[src/rtl/uart_pkg.sv]
// Shared UART types and default constants for the receive path and the baud tick generator.
package uart_pkg;

    typedef enum logic [2:0] {
        IDLE  = 3'd0,
        START = 3'd1,
        DATA  = 3'd2,
        STOP  = 3'd3,
        BREAK = 3'd4
    } rx_state_t;

    localparam int DEF_DBIT      = 8;
    localparam int DEF_SB_TICK   = 16;
    localparam int DEF_DVSR      = 163;
    localparam int DEF_DVSR_BITS = 9;
    localparam int MID_START     = 7;

endpackage

[src/rtl/baud_tick_gen.sv]
// Free-running divider producing a one-clock tick every DVSR clocks (16x oversample rate).
module baud_tick_gen #(
    parameter int DVSR      = 163,
    parameter int DVSR_BITS = 9
) (
    input  logic i_clk,
    input  logic i_reset,
    output logic o_tick
);

    localparam logic [DVSR_BITS-1:0] LAST = DVSR_BITS'(DVSR - 1);

    logic [DVSR_BITS-1:0] cnt_q, cnt_d;

    always_comb begin
        cnt_d = (cnt_q == LAST) ? '0 : cnt_q + DVSR_BITS'(1);
    end

    always_ff @(posedge i_clk) begin
        if (!i_reset) begin
            cnt_q <= '0;
        end else begin
            cnt_q <= cnt_d;
        end
    end

    assign o_tick = (cnt_q == LAST);

endmodule

[src/rtl/uart_rx_frame.sv]
// UART receiver: synchronizes RsRx, recovers 8N1-style frames at 16x oversampling,
// strobes each byte out with a framing-error flag and parks in BREAK while the line is held low.
module uart_rx_frame
    import uart_pkg::*;
#(
    parameter int DBIT      = DEF_DBIT,
    parameter int SB_TICK   = DEF_SB_TICK,
    parameter int DVSR      = DEF_DVSR,
    parameter int DVSR_BITS = DEF_DVSR_BITS
) (
    input  logic            i_clk,
    input  logic            i_reset,
    input  logic            i_rx,
    output logic [DBIT-1:0] o_dout,
    output logic            o_rx_done,
    output logic            o_frame_err,
    output logic            o_busy
);

    // s must also reach SB_TICK-1 when 1.5 or 2 stop bits are configured
    localparam int S_W = (SB_TICK > 16) ? $clog2(SB_TICK) : 4;
    localparam int N_W = (DBIT > 1) ? $clog2(DBIT) : 1;

    logic            tick;
    logic            rx_meta_q, rx_s_q;
    rx_state_t       state_q, state_d;
    logic [S_W-1:0]  s_q, s_d;
    logic [N_W-1:0]  n_q, n_d;
    logic [DBIT-1:0] b_q, b_d;
    logic [DBIT-1:0] dout_q, dout_d;
    logic            rx_done_q, rx_done_d;
    logic            frame_err_q, frame_err_d;
    logic            busy_q, busy_d;

    baud_tick_gen #(
        .DVSR      (DVSR),
        .DVSR_BITS (DVSR_BITS)
    ) u_tick (
        .i_clk   (i_clk),
        .i_reset (i_reset),
        .o_tick  (tick)
    );

    always_comb begin
        state_d     = state_q;
        s_d         = s_q;
        n_d         = n_q;
        b_d         = b_q;
        dout_d      = dout_q;
        rx_done_d   = 1'b0;
        frame_err_d = 1'b0;
        unique case (state_q)
            IDLE: begin
                if (!rx_s_q) begin
                    s_d     = '0;
                    state_d = START;
                end
            end
            START: begin
                if (tick) begin
                    if (s_q == S_W'(MID_START)) begin
                        if (!rx_s_q) begin
                            s_d     = '0;
                            n_d     = '0;
                            state_d = DATA;
                        end else begin
                            state_d = IDLE;
                        end
                    end else begin
                        s_d = s_q + S_W'(1);
                    end
                end
            end
            DATA: begin
                if (tick) begin
                    if (s_q == S_W'(15)) begin
                        b_d = {rx_s_q, b_q[DBIT-1:1]};
                        s_d = '0;
                        if (n_q == N_W'(DBIT - 1)) begin
                            state_d = STOP;
                        end else begin
                            n_d = n_q + N_W'(1);
                        end
                    end else begin
                        s_d = s_q + S_W'(1);
                    end
                end
            end
            STOP: begin
                if (tick) begin
                    if (s_q == S_W'(SB_TICK - 1)) begin
                        dout_d      = b_q;
                        rx_done_d   = 1'b1;
                        frame_err_d = ~rx_s_q;
                        state_d     = rx_s_q ? IDLE : BREAK;
                    end else begin
                        s_d = s_q + S_W'(1);
                    end
                end
            end
            BREAK: begin
                if (rx_s_q) begin
                    state_d = IDLE;
                end
            end
            default: state_d = IDLE;
        endcase
    end

    // busy lags the state register by one clock
    assign busy_d = (state_q != IDLE);

    always_ff @(posedge i_clk) begin
        if (!i_reset) begin
            rx_meta_q   <= 1'b1;
            rx_s_q      <= 1'b1;
            state_q     <= IDLE;
            s_q         <= '0;
            n_q         <= '0;
            b_q         <= '0;
            dout_q      <= '0;
            rx_done_q   <= 1'b0;
            frame_err_q <= 1'b0;
            busy_q      <= 1'b0;
        end else begin
            rx_meta_q   <= i_rx;
            rx_s_q      <= rx_meta_q;
            state_q     <= state_d;
            s_q         <= s_d;
            n_q         <= n_d;
            b_q         <= b_d;
            dout_q      <= dout_d;
            rx_done_q   <= rx_done_d;
            frame_err_q <= frame_err_d;
            busy_q      <= busy_d;
        end
    end

    assign o_dout      = dout_q;
    assign o_rx_done   = rx_done_q;
    assign o_frame_err = frame_err_q;
    assign o_busy      = busy_q;

endmodule

[config.mk]
export PLATFORM = sky130hd
export DESIGN_NAME = uart_rx_frame
export DESIGN_NICKNAME = d
export VERILOG_FILES = /design/src/rtl/uart_pkg.sv /design/src/rtl/baud_tick_gen.sv /design/src/rtl/uart_rx_frame.sv
export SDC_FILE = /design/constraint.sdc
export NUM_CORES = 1
export LEC_CHECK = 0
export ABC_AREA = 1
export CAP_MARGIN = 20
export CORE_MARGIN = 4
export CORE_UTILIZATION = 50
export DETAILED_ROUTE_END_ITERATION = 8
export PLACE_DENSITY_LB_ADDON = 0.25
export SYNTH_ARGS = -nofsm -noshare
export SYNTH_HDL_FRONTEND = slang
export SYNTH_SLANG_ARGS = --single-unit
[constraint.sdc]
create_clock -name i_clk -period 2.37 [get_ports i_clk]
set_input_delay 0.237 -clock i_clk [delete_from_list [all_inputs] [get_ports i_clk]]
set_output_delay 0.237 -clock i_clk [all_outputs]
set_load 0.05 [all_outputs]
### After elaboration in Yosys (flattened, before gate mapping)

Index checks and enable logic that the tools add are counted.

* flip-flop bits (word level): 40
* logic and storage cells: 76

* add/sub/neg operators: 3
* reduce and logical (&&, ||, !) cells: 12
* equality and inequality tests: 20
* bitwise gates (word level): 2
* mux-type cells: 28

Operators with widths (count)
* $mux W3: 16
* $mux W4: 7
* $ne A2 B2 Y1 const B: 12
* $pmux W4 S4: 1
* $pmux W3 S5: 1
* $add A9 B1 Y9 const B: 1
* $eq A9 B8 Y1 const B: 1
* $reduce_and A3 Y1: 3
* $reduce_and A9 Y1: 1
* $reduce_and A7 Y1: 1
* $eq A3 B2 Y1 const B: 2
* $eq A3 B3 Y1 const B: 2
* $pmux W3 S2: 1
* $reduce_and A5 Y1: 1
* $add A4 B1 Y4 const B: 1
* $eq A4 B3 Y1 const B: 1
* $eq A4 B4 Y1 const B: 1
* $reduce_and A4 Y1: 1
* $reduce_bool A4 Y1: 1
* $add A3 B1 Y3 const B: 1
* $eq A3 B1 Y1 const B: 1
* $logic_not A3 Y1: 1
* $reduce_bool A3 Y1: 1
* $mux W2: 1
* other kinds (4): 5

### Depth between registers and ports, before layout

Gate-level depths: netlist (run 1).

* depth after elaboration: 5
* gate-level depth with buffers: 10

### Modules after synthesis

A second synthesis (run 1) with hierarchy kept.

* cell total of the unflattened synthesis: 260
* area, all modules: 1903.1 um^2

Modules (own cells, without submodules)
* uart_rx_frame: cells an instance 196, area an instance 1421.4 um^2, sequential area each 620.6 um^2, times used 1
* baud_tick_gen: cells an instance 64, area an instance 481.7 um^2, sequential area each 180.2 um^2, times used 1

### Worst setup path after synthesis (run 1)

OpenSTA, ideal clock, no wires.

* kind: flip-flop to flip-flop
* start point: register s_q[0]
* end point: register dout_q[0], in the netlist o_dout[0]
* library setup time: 0.114 ns
* arrival time: 1.399 ns
* period minus slack after synthesis: 1.513 ns
* setup slack: 0.857 ns
* cell stages (with the launch flop): 9
* path buffers: 0
* data required time: 2.256 ns
* cells stage by stage: dfxtp_1 -> ha_1 -> nand2_1 -> nor2_2 -> nand2_2 -> nor2_8 -> inv_4 -> nor2_2 -> nor2_1

* cells in the longest elaborated chain, start to end: 2

RTL lines
* start: declaration: RTL line uart_rx_frame.sv:27 `logic [S_W-1:0] s_q, s_d;`
* start signal: assignment: RTL line uart_rx_frame.sv:118 `s_q <= '0;`
* start signal: assignment: RTL line uart_rx_frame.sv:129 `s_q <= s_d;`
* $eq A4 B4 Y1: RTL line uart_rx_frame.sv:91 `if (s_q == S_W'(SB_TICK - 1)) begin`
* $reduce_and A3 Y1 (no source line)
* end signal: assignment: RTL line uart_rx_frame.sv:132 `dout_q <= dout_d;`
* end: declaration: RTL line uart_rx_frame.sv:30 `logic [DBIT-1:0] dout_q, dout_d;`

Every way passes these cells.
A chain may end at the register's enable or synchronous reset.

### Final worst setup path (run 1)

Same ends and word-level chain as after synthesis.

==> run metrics, run 1 <==
status=complete, no violations; register bit total from synthesis=40; Placed Cells=335; Core Area=3771 sq um; Worst Path Required=2.57 ns; syn_nets=285; Max Freq=0.5625 GHz; die width=71.18 um; kind of end point of the critical path=register; I/O pins=14; # rows=22; Setup Fix Bufs, Post-CTS=0; 1st-iter DRT viols=117; worst slew pin tran=0.5010 ns; Leak=1.082 nW; Synth cell types=31; WL per Instance=11.64 um; period utilization=75.02%; most frequent cells in the layout=nor2_1 (52), nand2_1 (51), dfxtp_1 (40), nand3_1 (21), inv_1 (20); Yosys Warn Count=0; clk buf depth=2; vias in the first global route=1,607; synth top area cells=dfxtp_1 (40%), nor2_1 (9.8%), nand2_1 (9.6%); area grow syn2layout=15.11%; sequential-to-total area share from yosys stat=40.13%; post-route DRC violation count=0; VDD IR-drop max=714.7 uV; Synth area leader=dfxtp_1; final wirelength=3.991 mm; final setup TNS=0 ns; TritonRoute pass-1 iters=4; # hold bufs at CTS=0; Final Non-Filler Cells=343; CP max FO=10; Vias/cell=5.017; Fill cells=351; Initial Utilization=52.92%; post-route ant nets=0; worst skew pair latency=0.30 ns; Detail Placement HPWL=2.803 mm; Mapped Area=1996 sq um; count of pins over their slew limit=0; CTS tree=built; Startpoint Class=register; proportion of layout cells with a drive suffix above 1=17.29%; fin crit period=1.778 ns; number of H-tree levels=2; most common cell after layout, fill and taps aside=nor2_1; Num CTS Buffers=5; die height=71.18 um; layout net count=302; port bufs=13; pwr/cell area=954.8 nW/um^2; clock root cell=clkbuf_8; final hold viol count=0; first-pass GRT wire length=6.865 mm; arrival time worst endpoint=1.97 ns; Setup violations, final=0; RD Place Congestion=0.9236; area fraction of the dominant cell type after synthesis=40.13%; Slew HR=66.49%; Syn Inst Count=277; Reg area=800.8 sq um; clk sink count=40; Core Util, Final=60.92%; die area=5066 sq um; CTS resizes=0; via count=1,721; Overflow after GRT=0; Avg Inst Size Synth=7.205 sq um; crit path kind=reg2reg; worst min-delay path category=reg2reg; Max-Cap Viols=0; initial antenna violation count=0; area occupied by multi-input gates=1066 sq um; RSZ-0062 raised after global routing=false; clk_skew=0.008757 ns; final hold slack=0.4149 ns; gr usage total=16.76%; pin count of the biggest net entering global routing=17; Inserted Diodes=0; clk slew on worst S/H paths=0.08 ns; R2R setup slack=0.59 ns
[power by group]
group | internal (mW) | leakage [nW] | switching [mW] | total (mW)
Sequential | 0.737 | 0.325 | 0.0875 | 0.825
Combinational | 0.266 | 0.696 | 0.512 | 0.778
Clock | 0.344 | 0.0614 | 0.246 | 0.591
Total | 1.35 | 1.08 | 0.846 | 2.19
[path summary, 6_finish.rpt]
| kind | start | endpoint | depth (start not counted) |
|---|---|---|---|
| worst max-delay path | s_q[0] | o_dout[0] | 8 |
| worst min-delay path | rx_meta_q | rx_s_q | 1 |
| worst max register to register | s_q[0] | o_dout[0] | 8 |
| worst min register to register | rx_meta_q | rx_s_q | 1 |
[sequential cells by signal, summed over array words and instances, names as in the netlist, 3 cells and up]
signal	flops
u_tick.cnt_q	9
b_q	8
o_dout	8
s_q	4
n_q	3
state_q	3
[cell usage after synthesis]
cell type  instances
nor3_2             1
nor3_4             1
inv_4              1
nand2_1           51
o21ai_2            2
nor2_2            13
nor3_1             2
nor2_1            52
a21oi_1            9
inv_1             20
nand2_4            2
o21ai_0            8
buf_2              2
nand3_1           21
o21ai_1           10
nand4_1            5
nand3_2            3
nor2_4             2
o21bai_1           1
or2_2              2
a21oi_2            1
clkinv_1           1
clkbuf_1           2
nor3b_1            1
o21a_1             2
nand2_2            6
dfxtp_1           40
xor2_1             3
inv_2              7
ha_1               5
nor2_8             1
[area by class of cell]
cell class	instances	share of cell area [%]
multi-input cells	204	46.41
repair buffers	14	5.991
clock inverters	2	1.688
clock buffers	6	3.595
flip-flops and latches	40	34.86
well taps	48	2.614
inverters	29	4.848
[routing by layer]
metal	vias up	wire, um	part of all wire (%)	global-route usage, %
met5	-	0	0	0
met4	0	53	1.3	5.637
met3	6	130	3.3	4.688
met2	25	1803	45	26.73
met1	771	2003	50	21.71
li1	919	-	-	-
[worst max-delay path, cell delays in order (launching register included)]
cell and delay [ns]:
dfxtp_1 0.46, ha_1 0.28, nand2_1 0.12, nor2_2 0.20, nand2_2 0.15, nor2_8 0.22
inv_4 0.11, nor2_2 0.09, nor2_1 0.05
[per-stage QoR]
stage          setup slack (ns)  cell area (sq um)  power [mW]
2_1_floorplan            0.8570               1996       1.456
5_1_grt                  0.4319               2297       2.338
3_3_place_gp             0.6177               2176       1.595
3_5_place_dp             0.5991               2176       1.602
6_report                 0.5921               2297       2.193
4_1_cts                  0.5873               2297       2.200
[cell families after synthesis]
| family | count (synthesis) | share of synthesized area (%) |
|---|---|---|
| compound gates | 33 | 9.216 |
| xor+xnor | 3 | 1.317 |
| fa+ha+maj | 5 | 3.135 |
| buf+inv | 33 | 6.458 |
| flops | 40 | 40.13 |
| simple gates | 163 | 39.75 |
No activity file was read; power rests on OpenSTA's default activity.
==> run 2: changes to the inputs <==
- clock period: 2.37 -> 1.6 ns (I/O delays scaled with it)
==> run 2 against run 1 <==
  * Die area stayed put
  * Critical path depth is 2 higher
  * Critical path type unchanged
  * Setup slack worse by 0.49 ns
  * Clock power is 12% higher
  * Largest cell class unchanged
==> run metrics, run 2 (same netlist as run 1, synthesis figures left out) <==
status=complete, no violations; die height=71.18 um; Detail Placement HPWL=3.020 mm; Worst Hold Path Cells=1; die width=71.18 um; Inserted Diodes=0; post-route DRC violation count=0; most frequent cells in the layout=nor2_1 (50), nand2_1 (49), dfxtp_1 (40), buf_4 (21); Overflow after GRT=0; largest reg by FF count=u_tick.cnt_q; CP max stage delay=0.39 ns; Startpoint Class=register; WL per Instance=11.61 um; gr usage total=16.62%; Max Freq=0.6662 GHz; layout net count=312; Worst Path Required=1.80 ns; I/O pins=14; final hold slack=0.4224 ns; clock root cell=clkbuf_8; Core Area=3771 sq um; Slew HR=76.42%; clk_skew=0.008615 ns; crit path kind=reg2reg; most common cell after layout, fill and taps aside=nor2_1; cell chain of the critical path=ha_4 -> nand2_2 -> nor2_4 -> nor2_1 -> nor2_4 -> nand2_1 -> nand2_1 -> nand2_1 -> nor2_1 -> nor2_1; period utilization=93.82%; proportion of layout cells with a drive suffix above 1=25.90%; clk buf depth=2; via count=1,770; slowest cell on the critical path=dfxtp_1; R2R depth=10; RSZ-0062 raised after global routing=true; first-pass GRT wire length=6.748 mm; final hold viol count=0; RD Place Congestion=0.8616; final wirelength=4.098 mm; number of H-tree levels=2; worst slew pin tran=0.3533 ns; # rows=22; clk sink count=40; TritonRoute pass-1 iters=4; Max-Cap Viols=0; 1st-iter DRT viols=105; Leak=1.140 nW; area grow syn2layout=18.31%; post-route ant nets=0; # hold bufs at CTS=0; worst min-delay path category=reg2reg; die area=5066 sq um; max reg flops=9; Core Util, Final=62.61%; VDD IR-drop max=968.9 uV; CP max FO=5; Num CTS Buffers=5; Setup violations, final=0; kind of end point of the critical path=register; worst skew pair latency=0.29 ns; CTS tree=built; count of pins over their slew limit=0; Initial Utilization=52.92%; port bufs=13; arrival time worst endpoint=1.70 ns; pwr/cell area=1304 nW/um^2; Vias/cell=5.014; pin count of the biggest net entering global routing=17; initial antenna violation count=0; clk slew on worst S/H paths=0.08 ns; vias in the first global route=1,553; fin crit period=1.501 ns
-- run 2: changes by cell type in the layout (fill, tap and decap cells not counted), moves of 2 or more --
| cell | previous run | this run |
|---|---|---|
| nand2_1 | 51 | 49 |
| clkdlybuf4s50_1 | 13 | 2 |
| nand2_2 | 6 | 8 |
| clkinv_2 | 0 | 2 |
| o21ai_1 | 10 | 12 |
| o21ai_0 | 8 | 6 |
| buf_4 | 1 | 21 |
| nor2_1 | 52 | 50 |
-- run 2: worst max-delay path: cells and delay by family, from the launching register on --
kind                       cells  cell delay [ns]
DFF                            1             0.39
adders and majority gates      1             0.18
and+or+nand+nor                9             0.83
-- run 2: metal layers --
layer	vias to the layer above	GRT usage [%]	wire length, um
met5	-	0	0
met4	0	6.889	59
met3	7	4.403	196
met2	37	26.02	1936
met1	788	21.56	1905
li1	938	-	-
-- run 2: path summary, 6_finish.rpt --
path             start     end  slack [ns]
max             s_q[0]  s_q[3]         0.1
min          rx_meta_q  rx_s_q        0.42
max reg2reg     s_q[0]  s_q[3]         0.1
min reg2reg  rx_meta_q  rx_s_q        0.42
-- run 2: what timing repair did --
action	in CTS	in global routing
setup endpoints to repair	0	29
hold endpoints to repair	0	0
resized for setup	0	11
setup buffers	0	1
-- run 2: stage by stage --
step	instance area (sq um)	TNS, ns	std cells	worst slack, ns	power (mW)
4_1_cts	2316	0	352	0.02329	3.071
6_report	2361	0	353	0.09891	3.080
3_5_place_dp	2228	0	344	0.03146	2.413
2_1_floorplan	1996	0	277	0.08697	2.157
5_1_grt	2361	-0.007417	353	-0.007417	3.301
3_3_place_gp	2228	0	344	0.05138	2.383
-- run 2: area by class of cell --
type	instances	area, sq um
inverters	29	111.4
flip-flops and latches	40	800.8
well taps	48	60.06
clock buffers	5	68.82
repair buffers	24	197.7
fillers	347	1410
clock inverters	3	18.77
multi-input cells	204	1104
-- run 2: power breakdown --
group          leakage, nW  switching (mW)  internal [mW]
clock network       0.0479           0.357          0.304
logic                0.767           0.788          0.416
registers            0.325           0.123           1.09
total                 1.14            1.27           1.81
==> run 3: changes to the inputs <==
- CTS_BUF_LIST: unset -> sky130_fd_sc_hd__clkbuf_4 sky130_fd_sc_hd__clkbuf_8
- PLACE_DENSITY_LB_ADDON: 0.25 -> 0.12
- clock period: 1.6 -> 1.25 ns (I/O delays scaled with it)
==> run 3 against run 2 <==
  * The run now ends with setup timing left
  * Non-clock buffer count grew 36
  * Largest power group is now combinational logic
  * Maximum frequency is essentially flat
  * Clock-buffer cell count is 1 higher
  * Clock power rose by 71%
  * Sequential power is 31% higher
  * Register-to-register slack got worse by 0.35 ns
  * Highest routed layer unchanged
  * Sequential share of layout area down 7.8 points
  * Cell area grew 33%
  * Cell count up 10%
==> run metrics, run 3 (same netlist as run 1, synthesis figures left out) <==
status=finished, violations left; failing checks=setup timing; worst min-delay path category=in2reg; Placed Cells=372; clock root cell=clkbuf_8; TritonRoute pass-1 iters=5; cell chain of the critical path=inv_2 -> ha_4 -> nand2_4 -> nor2_4 -> nand2_8 -> a21oi_4 -> nand2_2 -> nand2_1 -> nand2_1 -> nor2_1; Startpoint Class=register; final setup margin=-0.2514 ns; initial antenna violation count=0; Detail Placement HPWL=3.444 mm; worst slew pin tran=0.3715 ns; pin count of the biggest net entering global routing=14; clk sink count=40; R2R depth=10; WL per Instance=15.28 um; period utilization=120.1%; VDD IR-drop max=1323 uV; Vias/cell=5.433; slowest cell on the critical path=dfxtp_2; 1st-iter DRT viols=208; first-pass GRT wire length=9.073 mm; pwr/cell area=1577 nW/um^2; final setup TNS=-4.805 ns; R2R setup slack=-0.25 ns; clk_skew=0.008636 ns; CTS tree=built; Top delay family on crit path=simple AND/OR/NAND/NOR gates; CP Depth=10; most frequent cells in the layout=nand2_1 (43), buf_4 (41), nor2_1 (39), dfxtp_1 (30); die width=71.18 um; CP max stage delay=0.34 ns; Slew HR=75.14%; Worst Path Required=1.47 ns; clk buf depth=2; kind of end point of the critical path=register; # rows=22; Max-Cap Viols=0; via count=2,119; arrival time worst endpoint=1.72 ns; final hold viol count=0; largest reg by FF count=u_tick.cnt_q; final wirelength=5.959 mm; max reg flops=9; Leak=1.446 nW; most common cell after layout, fill and taps aside=nand2_1; PnR Total Power=4.949 mW; die area=5066 sq um; worst r2r dst=state_q[0]; origin of the critical flop-to-flop path=u_tick.cnt_q[0]; Core Util, Final=83.21%; RD Place Congestion=0.9131; port bufs=13; Max Freq=0.6661 GHz; Critical Path Most Common Cell=nand2_1; CP bufs+invs=1; crit path kind=reg2reg; CP max FO=7; fin crit period=1.501 ns; Inserted Diodes=0; worst skew pair latency=0.30 ns; die height=71.18 um; post-route ant nets=0; I/O pins=14; clk slew on worst S/H paths=0.08 ns; Fill cells=202; Initial Utilization=52.92%; Overflow after GRT=0; proportion of layout cells with a drive suffix above 1=47.66%; Num CTS Buffers=5; area grow syn2layout=57.24%; Core Area=3771 sq um; vias in the first global route=2,006; dpl ws=-0.1813 ns; number of H-tree levels=2; layout net count=349; Final Non-Filler Cells=390; post-route DRC violation count=0; RSZ-0062 raised after global routing=true; gr usage total=22.34%; Worst Setup SP=u_tick.cnt_q[0]; Setup violations, final=36; worst setup path endpoint=state_q[0]; count of pins over their slew limit=0
run 3: cell types whose count changed in the layout (fill, tap and decap cells not counted), sizes merged:
cell / previous run / this run
buf: 22 / 58
clkinv: 4 / 2
bufinv: 0 / 1
clkbuf: 5 / 6
nand2: 59 / 60
run 3: timing repair:
| action | in CTS | in global routing |
|---|---|---|
| pin swaps | 8 | 12 |
| gates resized for setup | 40 | 37 |
| cloned | 0 | 1 |
| buffers inserted | 6 | 3 |
| setup endpoints to repair | 33 | 37 |
| hold buffers | 0 | 0 |
run 3: worst min-delay path by stage:
stage | from | to | cells after the start
2_1_floorplan | i_rx | rx_meta_q | 1
5_1_grt | i_rx | rx_meta_q | 2
3_5_place_dp | rx_meta_q | rx_s_q | 1
6_report | i_rx | rx_meta_q | 2
3_3_place_gp | rx_meta_q | rx_s_q | 1
4_1_cts | i_rx | rx_meta_q | 2
run 3: area by class of cell:
| cell class | count | area (sq um) | area share [%] |
|---|---|---|---|
| Clock inverter | 2 | 38.79 | 1.236 |
| Inverter | 29 | 116.4 | 3.708 |
| Multi-Input combinational cell | 205 | 1389 | 44.26 |
| Tap cell | 48 | 60.06 | 1.914 |
| Sequential cell | 40 | 818.3 | 26.08 |
| Clock buffer | 6 | 82.58 | 2.632 |
| Timing Repair Buffer | 60 | 633.1 | 20.18 |
run 3: layer usage:
layer	global-route usage (%)	routed length, um
met5	0	0
met2	37.35	3020
met3	5.540	428
met1	28.02	2359
met4	7.307	150
run 3: per-stage QoR:
stage               hold WS [ns]  instance area [sq um]
detailed placement        0.4073                   2649
CTS                       0.3928                   2960
floorplan                 0.2316                   2068
finish                    0.3936                   3138
global route              0.3889                   3138
global placement          0.3960                   2649
run 3: power by group:
group | leakage [nW] | internal [mW] | total (mW) | switching (mW)
Clock | 0.0614 | 0.653 | 1.13 | 0.480
Sequential | 0.329 | 1.42 | 1.59 | 0.169
Combinational | 1.06 | 0.880 | 2.23 | 1.35
Total | 1.45 | 2.95 | 4.95 | 2.00
